===== src/rtl/tick_sched_pkg.sv =====
// Shared types and default sizing for the tick scheduler.
// Pure declarations, no latency; no flow control involved.
// Config slot fields are sized for the largest legal N_CH/PW and narrowed at use.
package tick_sched_pkg;

    localparam int DEF_PRESCALE = 10000;
    localparam int DEF_N_CH     = 4;
    localparam int DEF_PW       = 16;
    localparam int CH_W_MAX     = 4;
    localparam int PW_MAX       = 32;

    typedef enum logic {
        IDLE    = 1'b0,
        PENDING = 1'b1
    } state_t;

    typedef struct packed {
        logic [CH_W_MAX-1:0] ch;
        logic [PW_MAX-1:0]   period;
        logic                en;
    } cfg_t;

endpackage


===== src/rtl/tick_scheduler_if.sv =====
// Config port of the tick scheduler: one channel write per valid/ready transfer.
// No storage, no latency; cfg_ready is driven by the scheduler.
// A transfer happens on a clk edge where cfg_valid && cfg_ready.
interface tick_scheduler_if #(
    parameter int N_CH = 4,
    parameter int PW   = 16
);
    logic                    cfg_valid;
    logic                    cfg_ready;
    logic [$clog2(N_CH)-1:0] cfg_ch;
    logic [PW-1:0]           cfg_period;
    logic                    cfg_en;

    modport master (output cfg_valid, cfg_ch, cfg_period, cfg_en, input cfg_ready);
    modport slave  (input cfg_valid, cfg_ch, cfg_period, cfg_en, output cfg_ready);
endinterface


===== src/rtl/tick_channel.sv =====
// One programmable tick channel: divides base ticks by period, emits tick strobe and sq level.
// tick rises one clk after the base_tick that expires the count; sq toggles with it.
// No backpressure: apply/reload are single-cycle commands from the scheduler.
module tick_channel
    import tick_sched_pkg::*;
#(
    parameter int PW = DEF_PW
) (
    input  logic clk,
    input  logic rst,
    input  logic base_tick,
    input  logic apply,
    input  logic reload,
    input  cfg_t cfg,
    output logic tick,
    output logic sq
);
    logic [PW-1:0] period;
    logic [PW-1:0] cnt;
    logic          en;
    logic [PW-1:0] new_period;
    logic          active;
    logic          new_active;
    logic          unused_cfg;

    assign new_period = cfg.period[PW-1:0];
    assign active     = en && (period != '0);
    assign new_active = cfg.en && (new_period != '0);
    assign unused_cfg = ^{cfg.ch, cfg.period};

    // apply outranks expiry in the same base tick, so a retune never emits a stray strobe
    always_ff @(posedge clk or posedge rst) begin
        if (rst) begin
            period <= '0;
            en     <= 1'b0;
            cnt    <= '0;
            tick   <= 1'b0;
            sq     <= 1'b0;
        end else begin
            tick <= 1'b0;
            if (apply) begin
                period <= new_period;
                en     <= cfg.en;
                if (new_active) begin
                    cnt <= new_period - PW'(1);
                    if (reload) sq <= 1'b0;
                end else begin
                    cnt <= '0;
                    sq  <= 1'b0;
                end
            end else if (reload && active) begin
                cnt <= period - PW'(1);
                sq  <= 1'b0;
            end else if (base_tick && active) begin
                if (cnt == '0) begin
                    tick <= 1'b1;
                    sq   <= ~sq;
                    cnt  <= period - PW'(1);
                end else begin
                    cnt <= cnt - PW'(1);
                end
            end
        end
    end

endmodule


===== src/rtl/tick_scheduler.sv =====
// Shared prescaler plus N_CH tick channels, retuned through a config port (phase align: TICK_SCHED_PHASE_ALIGN_EN).
// base_tick every PRESCALE clk; channel ticks lag base_tick by 1; config accept-to-ready up to PRESCALE+1 clk.
// cfg_ready stays low while a write waits for the next base tick; one write in flight.
module tick_scheduler
    import tick_sched_pkg::*;
#(
    parameter int PRESCALE = DEF_PRESCALE,
    parameter int N_CH     = DEF_N_CH,
    parameter int PW       = DEF_PW
) (
    input  logic                clk,
    input  logic                rst,
    tick_scheduler_if.slave     cfg,
    output logic                base_tick,
    output logic [N_CH-1:0]     tick,
    output logic [N_CH-1:0]     sq
);
    localparam int PCW = $clog2(PRESCALE);

    logic [PCW-1:0] pre_cnt;
    logic           pre_last;
    state_t         state;
    state_t         state_nxt;
    cfg_t           pend;
    logic           accept;
    logic           apply_all;
    logic           reload;

    assign pre_last = (pre_cnt == PCW'(PRESCALE - 1));

    always_ff @(posedge clk or posedge rst) begin
        if (rst) begin
            pre_cnt   <= '0;
            base_tick <= 1'b0;
        end else begin
            pre_cnt   <= pre_last ? '0 : pre_cnt + PCW'(1);
            base_tick <= pre_last;
        end
    end

    always_ff @(posedge clk or posedge rst) begin
        if (rst) begin
            state <= IDLE;
            pend  <= '0;
        end else begin
            state <= state_nxt;
            if (accept) begin
                pend <= {CH_W_MAX'(cfg.cfg_ch), PW_MAX'(cfg.cfg_period), cfg.cfg_en};
            end
        end
    end

    always_comb begin
        state_nxt     = state;
        cfg.cfg_ready = 1'b0;
        accept        = 1'b0;
        apply_all     = 1'b0;
        case (state)
            IDLE: begin
                cfg.cfg_ready = 1'b1;
                if (cfg.cfg_valid) begin
                    accept    = 1'b1;
                    state_nxt = PENDING;
                end
            end
            PENDING: begin
                if (base_tick) begin
                    apply_all = 1'b1;
                    state_nxt = IDLE;
                end
            end
            default: state_nxt = IDLE;
        endcase
    end

`ifdef TICK_SCHED_PHASE_ALIGN_EN
    assign reload = apply_all;
`else
    assign reload = 1'b0;
`endif

    for (genvar i = 0; i < N_CH; i++) begin : g_ch
        tick_channel #(.PW(PW)) u_ch (
            .clk       (clk),
            .rst       (rst),
            .base_tick (base_tick),
            .apply     (apply_all && (pend.ch == CH_W_MAX'(i))),
            .reload    (reload),
            .cfg       (pend),
            .tick      (tick[i]),
            .sq        (sq[i])
        );
    end

endmodule


===== src/flat_wrapper.sv =====
// flat-port wrapper written by rule: the top's interface ports become plain ports
module tick_scheduler_flat import tick_sched_pkg::*;
#(
    parameter int PRESCALE = DEF_PRESCALE,
    parameter int N_CH     = DEF_N_CH,
    parameter int PW       = DEF_PW
)
  (clk, rst, base_tick, tick, sq, cfg_cfg_valid, cfg_cfg_ch, cfg_cfg_period, cfg_cfg_en, cfg_cfg_ready);
  tick_scheduler_if #(.N_CH(N_CH), .PW(PW)) cfg_i ();
  input  logic clk;
  input  logic rst;
  output logic base_tick;
  output logic [N_CH-1:0] tick;
  output logic [N_CH-1:0] sq;
  input wire logic [$bits(cfg_i.cfg_valid)-1:0] cfg_cfg_valid;
  input wire logic [$bits(cfg_i.cfg_ch)-1:0] cfg_cfg_ch;
  input wire logic [$bits(cfg_i.cfg_period)-1:0] cfg_cfg_period;
  input wire logic [$bits(cfg_i.cfg_en)-1:0] cfg_cfg_en;
  output wire logic [$bits(cfg_i.cfg_ready)-1:0] cfg_cfg_ready;
  assign cfg_i.cfg_valid = cfg_cfg_valid;
  assign cfg_i.cfg_ch = cfg_cfg_ch;
  assign cfg_i.cfg_period = cfg_cfg_period;
  assign cfg_i.cfg_en = cfg_cfg_en;
  assign cfg_cfg_ready = cfg_i.cfg_ready;
  tick_scheduler #(.PRESCALE(PRESCALE), .N_CH(N_CH), .PW(PW)) u_core (.clk(clk), .rst(rst), .cfg(cfg_i), .base_tick(base_tick), .tick(tick), .sq(sq));
endmodule

===== config.mk =====
export PLATFORM = sky130hd
export DESIGN_NAME = tick_scheduler_flat
export DESIGN_NICKNAME = d
export VERILOG_FILES = /design/src/rtl/tick_sched_pkg.sv /design/src/rtl/tick_scheduler_if.sv /design/src/rtl/tick_channel.sv /design/src/rtl/tick_scheduler.sv /design/src/flat_wrapper.sv
export SDC_FILE = /design/constraint.sdc
export NUM_CORES = 1
export LEC_CHECK = 0
export CAP_MARGIN = 20
export CELL_PAD_IN_SITES_DETAIL_PLACEMENT = 1
export CELL_PAD_IN_SITES_GLOBAL_PLACEMENT = 2
export CORE_ASPECT_RATIO = 2
export CORE_MARGIN = 3
export CORE_UTILIZATION = 42
export CTS_CLUSTER_DIAMETER = 30
export DETAILED_ROUTE_END_ITERATION = 12
export HOLD_SLACK_MARGIN = 0.02
export MAX_ROUTING_LAYER = met4
export PLACE_DENSITY_LB_ADDON = 0.1
export SLEW_MARGIN = 30
export SYNTH_ARGS = -nofsm -noshare
export SYNTH_HDL_FRONTEND = slang
export SYNTH_SLANG_ARGS = --single-unit

===== constraint.sdc =====
create_clock -name clk -period 17.77 [get_ports clk]
set_input_delay 3.554 -clock clk [delete_from_list [all_inputs] [get_ports clk]]
set_output_delay 3.554 -clock clk [all_outputs]
set_load 0.1 [all_outputs]

* Yosys cells after proc, flatten, opt, wreduce, memory -nomap -nowiden
Index checks and enable logic that the tools add are counted.
Operators by class: $add $sub $neg 10, eq/ne operators 8, multiplexer cells 46, bitwise gates (word level) 5, reduce and logical (&&, ||, !) cells 35
Operators with widths (count):
- 2-to-1 mux 16 bit | 13
- subtractor 16 x 1 -> 16 bit (second input constant) | 9
- nonzero test 16 bit | 5
- zero test 16 bit | 4
- 2-to-1 mux 1 bit | 31
- nonzero test 2 bit | 8
- adder 14 x 1 -> 14 bit (second input constant) | 1
- == test 14 bit (second input constant) | 1
- 2-to-1 mux 14 bit | 1
- logical AND 1 bit | 13
- AND reduction 3 bit | 4
- != test 2 bit (second input constant) | 4
- inverter 1 bit | 5
- == test 2 bit (second input constant) | 2
- zero test 4 bit | 1
- == test 2 x 1 -> 1 bit (second input constant) | 1
- one-hot mux 1 bit (2 select lines) | 1
Word-level totals: bits in registers 175, output and inout bits 10, word-level logic and storage cells 130

* Logic depth before layout (Yosys ltp)
Gate-level depths: netlist of the first run.
depth after elaboration 5, gate-level depth with buffers 14, mapped depth without buffers 11

* By module
A second synthesis of the first run with hierarchy kept.
Unflattened totals: cell total of the unflattened synthesis 1159, area, all modules 11337.1 sq um
Modules (own cells, without submodules):
- tick_channel at u_core.g_ch[0].u_ch ... | times used 2, cells each 265, area an instance 2431.1 sq um, seq. area each 875.8 sq um
- tick_channel at u_core.g_ch[3].u_ch | times used 1, cells each 261, area an instance 2508.7 sq um, seq. area each 875.8 sq um
- tick_channel at u_core.g_ch[2].u_ch | times used 1, cells each 251, area an instance 2483.6 sq um, seq. area each 875.8 sq um
- tick_scheduler | times used 1, cells each 117, area an instance 1482.7 sq um, seq. area each 875.8 sq um

* Worst setup path after synthesis of the first run
No wires, ideal clock.
path type input -> register, from input cfg_cfg_valid, to register u_core.pend[10] in the netlist's numbering, library setup time 0.125 ns, data arrival time 4.559 ns, data required time 17.645 ns, slack 13.087 ns, cell stages on the path 4, path buffers 2, path through nor2b_1 -> clkbuf_1 -> clkbuf_1 -> mux2_2
Between the ends: word-level cells in the longest chain between the ends 2
RTL lines:
- from (decl) | RTL line flat_wrapper.sv:15 | input wire logic [$bits(cfg_i.cfg_valid)-1:0] cfg_cfg_valid;
- 2-to-1 mux 1 bit | RTL line tick_scheduler.sv:61 | if (cfg.cfg_valid) begin
- 2-to-1 mux 1 bit | RTL line tick_scheduler.sv:58 | case (state)
- to (signal assigned) | RTL line tick_scheduler.sv:48 | pend <= {CH_W_MAX'(cfg.cfg_ch), PW_MAX'(cfg.cfg_period), cfg.cfg_en};
- to (decl) | RTL line tick_scheduler.sv:24 | cfg_t pend;
No other way between the ends. A chain may end at the register's enable or synchronous reset.

* Worst setup path after layout of the first run
from register u_core.base_tick, to output base_tick
RTL lines:
- from (decl) | RTL line tick_scheduler.sv:14 | output logic base_tick,
- from (signal assigned) | RTL line tick_scheduler.sv:37 | base_tick <= pre_last;
- to (decl) | RTL line flat_wrapper.sv:12 | output logic base_tick;
No word-level cell between the ends.

==> flow_summary.ini, run 1 <==
[power]
power-per-cell-area_nw_per_um2 = 72.54
vdd_ir_drop_max_mv = 0.07817
final_power_uw = 819.7
cellLeakagePower_nw = 5.411

[global_route]
grt_max_degree = 112
initial_antenna_violation_count = 0
first_global_vias = 9927
grt_use_total_pct = 29.53
first_pass_grt_wire_length_um = 57270
grt_overflow = 0

[layout]
design_area_um2 = 11300
commonest_non_fill_non_tap_cells_in_the_layout = nand2_1, dfrtp_1, nor2_1
final_layout_size_suffix_gt1_share_pct = 8.099
antenna_cells_inserted = 0
postLayoutCoreUtil_pct = 47.24
fin_cells = 1497
most_common_cell_after_layout_fill_and_taps_aside = nand2_1
area_growth_syn_to_layout_pct = 10.24
fillCellCount = 2848
nets = 1226

[route]
drtAntennaViolNets = 0
iteration_0_drc_markers = 676
drc = 0
drtPass1Iterations = 5
via_density = 6.343
wire_per_inst_um = 24.35
routed_wl_um = 36450
route.vias.total = 9496

[worst_setup_path]
max_stage_delay_ns = 1.27
cp.buffers_inverters = 1
timing.critical_path.depth = 1
crit_path_top_delay_cell = clkdlybuf4s50_1
critical_path_class = flop to output pin
setup.worst_path.start_class = flop
worst-endpoint-arrival_ns = 2.53
rr_worst_depth = 12
setup_slack_on_the_worst_flop_to_flop_path_ns = 13.90
path_max_fanout = 12
worst-endpoint-required_ns = 14.22
worst_path_dominant_cell_family = buffers and inverters
worstPathCellList = clkdlybuf4s50_1
crit_path_end_kind = output pin

[yosys]
post_synth_inst_count = 1216
synth-edff-count = 0
synth_xor_area_share_pct = 1.794
ys_seq_elements = 175
async_reset_ff_share_pct = 100.0
synth-adder-area-share_pct = 0.8544
syn_area_per_cell_um2 = 8.430
synth.yosys.seq_area_share_pct = 42.72
synth_mux_area_share_pct = 3.064
synth_flop_cell = dfrtp_1
ys_types = 89
synth_compound_gate_area_share_pct = 21.31
synth.top_cell.area_share_pct = 42.72
mappedNetlistArea_um2 = 10250
synthSimpleGateAreaFrac_pct = 25.84
yosysWarningCount = 0
synth_top_family_by_area = simple AND/OR/NAND/NOR gates
syn_nets = 1245
yosys-top-cells-area = dfrtp_1, nand2_1, nor2_1
yosysTopAreaCell = dfrtp_1

[sta]
setup_viol = 0
slew-limit-headroom_pct = 27.90
postLayoutSetupSlackWorst_ns = 11.68
max_freq_mhz = 164.3
rsz0062_at_grt = no
timing_max_transition_violations_final = 0
period_share_pct = 34.24
final_period_minus_worst_setup_slack_ns = 6.085
timing.clock.skew_ns = 0.01285
aggregate_negative_setup_slack_ns = 0
worstMarginPinSlew_ns = 1.081
fin_hold_ws_ns = 0.4716
timing.final.hold_violations = 0

[die]
floorplan.die.width_um = 116.5
core-area_um2 = 23920
number_of_primary_i_o_pins = 32
cell_row_count = 80
initial_utilization_pct = 42.85
die_h_um = 226.9
die_area_um2 = 26430

[placement]
finalWeightedCongestion = 0.8852
placement.cell_area_um2 = 10710
dpl_worst_slack_ns = 12.18
detailedPlacementHpwl_um = 24950
dpl.cell_count = 1465
io_buffer_count = 31

[clocking]
cts_max_level = 4
tritoncts.num_buffers = 17
clock_latency_ns = 0.46
clkSinkCount = 175
cts_tree = done
maximum_count_of_clock_buffers_along_a_single_path = 2
clk_root_buffer_cell = clkbuf_16
postCtsSetupRepairBufs = 0
cts_hold_buf = 0
postCtsResizedCells = 0
clk_pin_slew_ns = 0.07

[min_path]
hold-path-cell-count = 1
min-delay-path-class = flop to flop

[flow_run]
cap_viol_max_count = 0

[run_status]
result_of_the_run = completed
[synth_stat cells (7+ instances only)]
cell	instances
nor2_1	85
o22ai_1	19
a31oi_1	22
buf_4	9
a211oi_1	18
ha_1	7
nand3_1	40
nor4_1	31
a21oi_1	48
o31ai_1	11
inv_1	17
mux2_2	18
or3_1	24
o211ai_1	16
mux2i_1	10
clkbuf_1	67
dfrtp_1	175
and3_1	10
xor2_1	15
or4_1	16
nor3_1	45
o21ai_1	19
o21ai_0	53
nand4_1	11
nand2_1	257
a22oi_1	9
a211o_1	7
[worst paths after layout]
| check | from | to |
|---|---|---|
| setup / recovery | u_core.base_tick | base_tick |
| hold / removal | u_core.g_ch[3].u_ch.sq | u_core.g_ch[3].u_ch.sq |
| setup reg to reg | u_core.g_ch[0].u_ch.cnt[9] | u_core.g_ch[0].u_ch.cnt[14] |
| hold reg to reg | u_core.g_ch[3].u_ch.sq | u_core.g_ch[3].u_ch.sq |
| max in group asynchronous | rst | u_core.g_ch[3].u_ch.cnt[2] |
| min in group asynchronous | rst | u_core.pend[1] |
[routing by layer]
layer	routed length, µm	up-vias	GRT usage (%)
li1	-	4401	-
met1	14400	4866	33.66
met2	19920	172	51.98
met3	978	57	4.123
met4	1150	0	10.79
met5	0	-	-
[logic make-up after synthesis]
family / Yosys count
AOI/OAI and AO/OA: 316
buffers and inverters: 104
adders and majority gates: 7
and+or+nand+nor: 564
DFF: 175
muxes: 29
xor gates and xnor gates: 21
[layout make-up]
cell class	instances	area (µm²)	share of cell area [%]
multi-input cells	937	5459	48.31
flip-flops and latches	175	4379	38.75
clock buffers	19	452.9	4.008
repair buffers	49	445.4	3.942
well taps	287	359.1	3.178
clock inverters	13	128.9	1.140
inverters	17	76.32	0.6754
[report_power, final]
| group | switching, mW | internal, mW | total (mW) |
|---|---|---|---|
| clock | 0.180 | 0.203 | 0.383 |
| sequential | 0.00919 | 0.400 | 0.409 |
| combinational | 0.0190 | 0.00825 | 0.0272 |
| total | 0.208 | 0.611 | 0.820 |
[sequential cells by signal, summed over array words and instances, names as in the netlist]
| name | count |
|---|---|
| u_core.g_ch.u_ch.cnt | 64 |
| u_core.g_ch.u_ch.period | 64 |
| u_core.state | 1 |
| u_core.pend | 19 |
| u_core.g_ch.u_ch.en | 4 |
| u_core.g_ch.u_ch.tick | 4 |
| u_core.g_ch.u_ch.sq | 4 |
| u_core.pre_cnt | 14 |
| u_core.base_tick | 1 |
No activity file was read; power rests on OpenSTA's default activity.
==> inputs of run 2 (changes only) <==
Settings changed: CORE_UTILIZATION 42 to 39.
Clock period 17.77 ns to 5.6 ns, I/O delays scaled along.
==> run 2 against run 1 <==
Effect of this change: hold slack gained 0.0088 ns; clock power grew to 3.4 times the previous value; via count grew 0.17%; sequential cell count is the same; non-clock buffer count grew 5.
==> flow_summary.ini, run 2 (synthesis results as in run 1) <==
[flow_run]
cap_viol_max_count = 0

[route]
drc = 0
wire_per_inst_um = 24.06
routed_wl_um = 37410
via_density = 6.117
route.vias.total = 9512
drtPass1Iterations = 5
iteration_0_drc_markers = 496
drtAntennaViolNets = 0

[die]
die_h_um = 235.3
floorplan.die.width_um = 120.6
number_of_primary_i_o_pins = 32
core-area_um2 = 25750
cell_row_count = 83
initial_utilization_pct = 39.80
die_area_um2 = 28380

[power]
power_share_of_the_clock_group_pct = 48.8
power.internal_mw = 2.018
pwr-share-comb_pct = 3.3
p_sw_share_pct = 25.47
power.net_switching_uw = 689.4
cellLeakagePower_nw = 5.463
vdd_ir_drop_max_mv = 0.2255
sequentialPowerShare_pct = 47.9
power-per-cell-area_nw_per_um2 = 236.9

[worst_setup_path]
crit_path_top_delay_cell = dfrtp_1
max_stage_delay_ns = 0.51
crit_path_end_kind = flop
path_max_fanout = 9
critical_path_class = flop to flop
worst-endpoint-required_ns = 5.93
worstPathCellList = nor3_1, nand4_1, nor2_2, a21oi_1, ha_1, or3b_1, or3_1, a211o_1, or4_1, a32oi_1, o211ai_1
worst-endpoint-arrival_ns = 4.02
setup.worst_path.start_class = flop

[placement]
io_buffer_count = 31
dpl.cell_count = 1523
finalWeightedCongestion = 0.8677
detailedPlacementHpwl_um = 26300

[layout]
antenna_cells_inserted = 0
largest_registers = u_core.g_ch.u_ch.cnt x64, u_core.g_ch.u_ch.period x64, u_core.pend x19
fillCellCount = 3135
most_common_cell_after_layout_fill_and_taps_aside = nand2_1
final_layout_size_suffix_gt1_share_pct = 8.642
nets = 1231
multiInputGateArea_um2 = 5444
sequential_cell_area_um2 = 4379
fin_cells = 1555
commonest_non_fill_non_tap_cells_in_the_layout = nand2_1, dfrtp_1, nor2_1
area_growth_syn_to_layout_pct = 11.49

[clocking]
clk_pin_slew_ns = 0.07
clk_root_buffer_cell = clkbuf_16
maximum_count_of_clock_buffers_along_a_single_path = 2
cts_max_level = 4
tritoncts.num_buffers = 17
postCtsResizedCells = 0
clkSinkCount = 175
cts_tree = done
postCtsSetupRepairBufs = 0
cts_hold_buf = 0
clock_latency_ns = 0.46

[sta]
final_period_minus_worst_setup_slack_ns = 3.694
aggregate_negative_setup_slack_ns = 0
timing_max_transition_violations_final = 0
slew-limit-headroom_pct = 33.45
rsz0062_at_grt = no
period_share_pct = 65.97
setup_viol = 0
timing.clock.skew_ns = 0.01175
timing.final.hold_violations = 0
max_freq_mhz = 270.7
worstMarginPinSlew_ns = 0.9951

[global_route]
grt_overflow = 0
grt_max_degree = 98
first_pass_grt_wire_length_um = 58710
initial_antenna_violation_count = 0
first_global_vias = 9843
grt_use_total_pct = 27.78

[min_path]
min-delay-path-class = flop to flop

[run_status]
result_of_the_run = completed
run 2: cell count changes in the layout (fill, tap and decap cells not counted), moves of 2 or more:
cell             before  now
buf_2                 0    2
buf_4                18   22
bufinv_16             1    3
clkbuf_8              2    0
clkdlybuf4s50_1      31   29
inv_8                 1    5
run 2: routing by layer:
metal,up-vias,share of wire [%],GRT usage [%]
met5,-,0,-
met2,179,54,48.58
met1,4826,39,30.76
met3,86,2.4,3.607
met4,0,5.0,13.58
li1,4421,-,-
run 2: through the flow:
stage | setup WS (ns) | hold slack, ns | instance area, µm² | power [mW] | utilization (%)
6_report | 1.906 | 0.4804 | 11430 | 2.707 | 44.37
5_1_grt | 1.633 | 0.5057 | 11430 | 2.793 | 44.37
4_1_cts | 1.892 | 0.4846 | 11430 | 2.739 | 44.37
3_5_place_dp | 1.919 | 0.4703 | 10800 | 1.413 | 41.94
3_3_place_gp | 2.046 | 0.4684 | 10800 | 1.411 | 41.94
2_1_floorplan | 2.076 | 0.4435 | 10250 | 1.351 | -
run 2: final timing paths:
| path | start | endpoint | slack, ns | depth (start not counted) |
|---|---|---|---|---|
| min | u_core.g_ch[1].u_ch.sq | u_core.g_ch[1].u_ch.sq | 0.48 | 1 |
| max in group asynchronous | rst | u_core.g_ch[2].u_ch.cnt[14] | 3.35 | 3 |
| min in group asynchronous | rst | u_core.g_ch[0].u_ch.period[12] | 1.06 | 2 |
| max reg2reg | u_core.g_ch[2].u_ch.cnt[11] | u_core.g_ch[2].u_ch.cnt[12] | 1.91 | 11 |
| min reg2reg | u_core.g_ch[1].u_ch.sq | u_core.g_ch[1].u_ch.sq | 0.48 | 1 |
| max | u_core.g_ch[2].u_ch.cnt[11] | u_core.g_ch[2].u_ch.cnt[12] | 1.91 | 11 |
run 2: final cells by class:
class | count | area share [%]
clock buffer | 17 | 3.722
timing repair buffer | 54 | 4.248
tap | 340 | 3.722
clock inverter | 15 | 1.763
inverter | 17 | 0.5912
multi-input combinational | 937 | 47.64
sequential | 175 | 38.32
run 2: power groups by stage:
stage | logic [mW] | registers (mW) | clock network [mW]
after global routing | 0.0982 | 1.30 | 1.40
final | 0.0890 | 1.30 | 1.32
after floorplan | 0.0521 | 1.30 | 0
after CTS | 0.0914 | 1.30 | 1.35
after global placement | 0.0892 | 1.32 | 0
after detailed placement | 0.0910 | 1.32 | 0
run 2: worst max-delay path: cells and delay by family, from the launching register on:
family / cells / cell delay (ns)
compound gates: 4 / 0.93
fa+ha+maj: 1 / 0.22
flops: 1 / 0.51
simple gates: 6 / 1.89
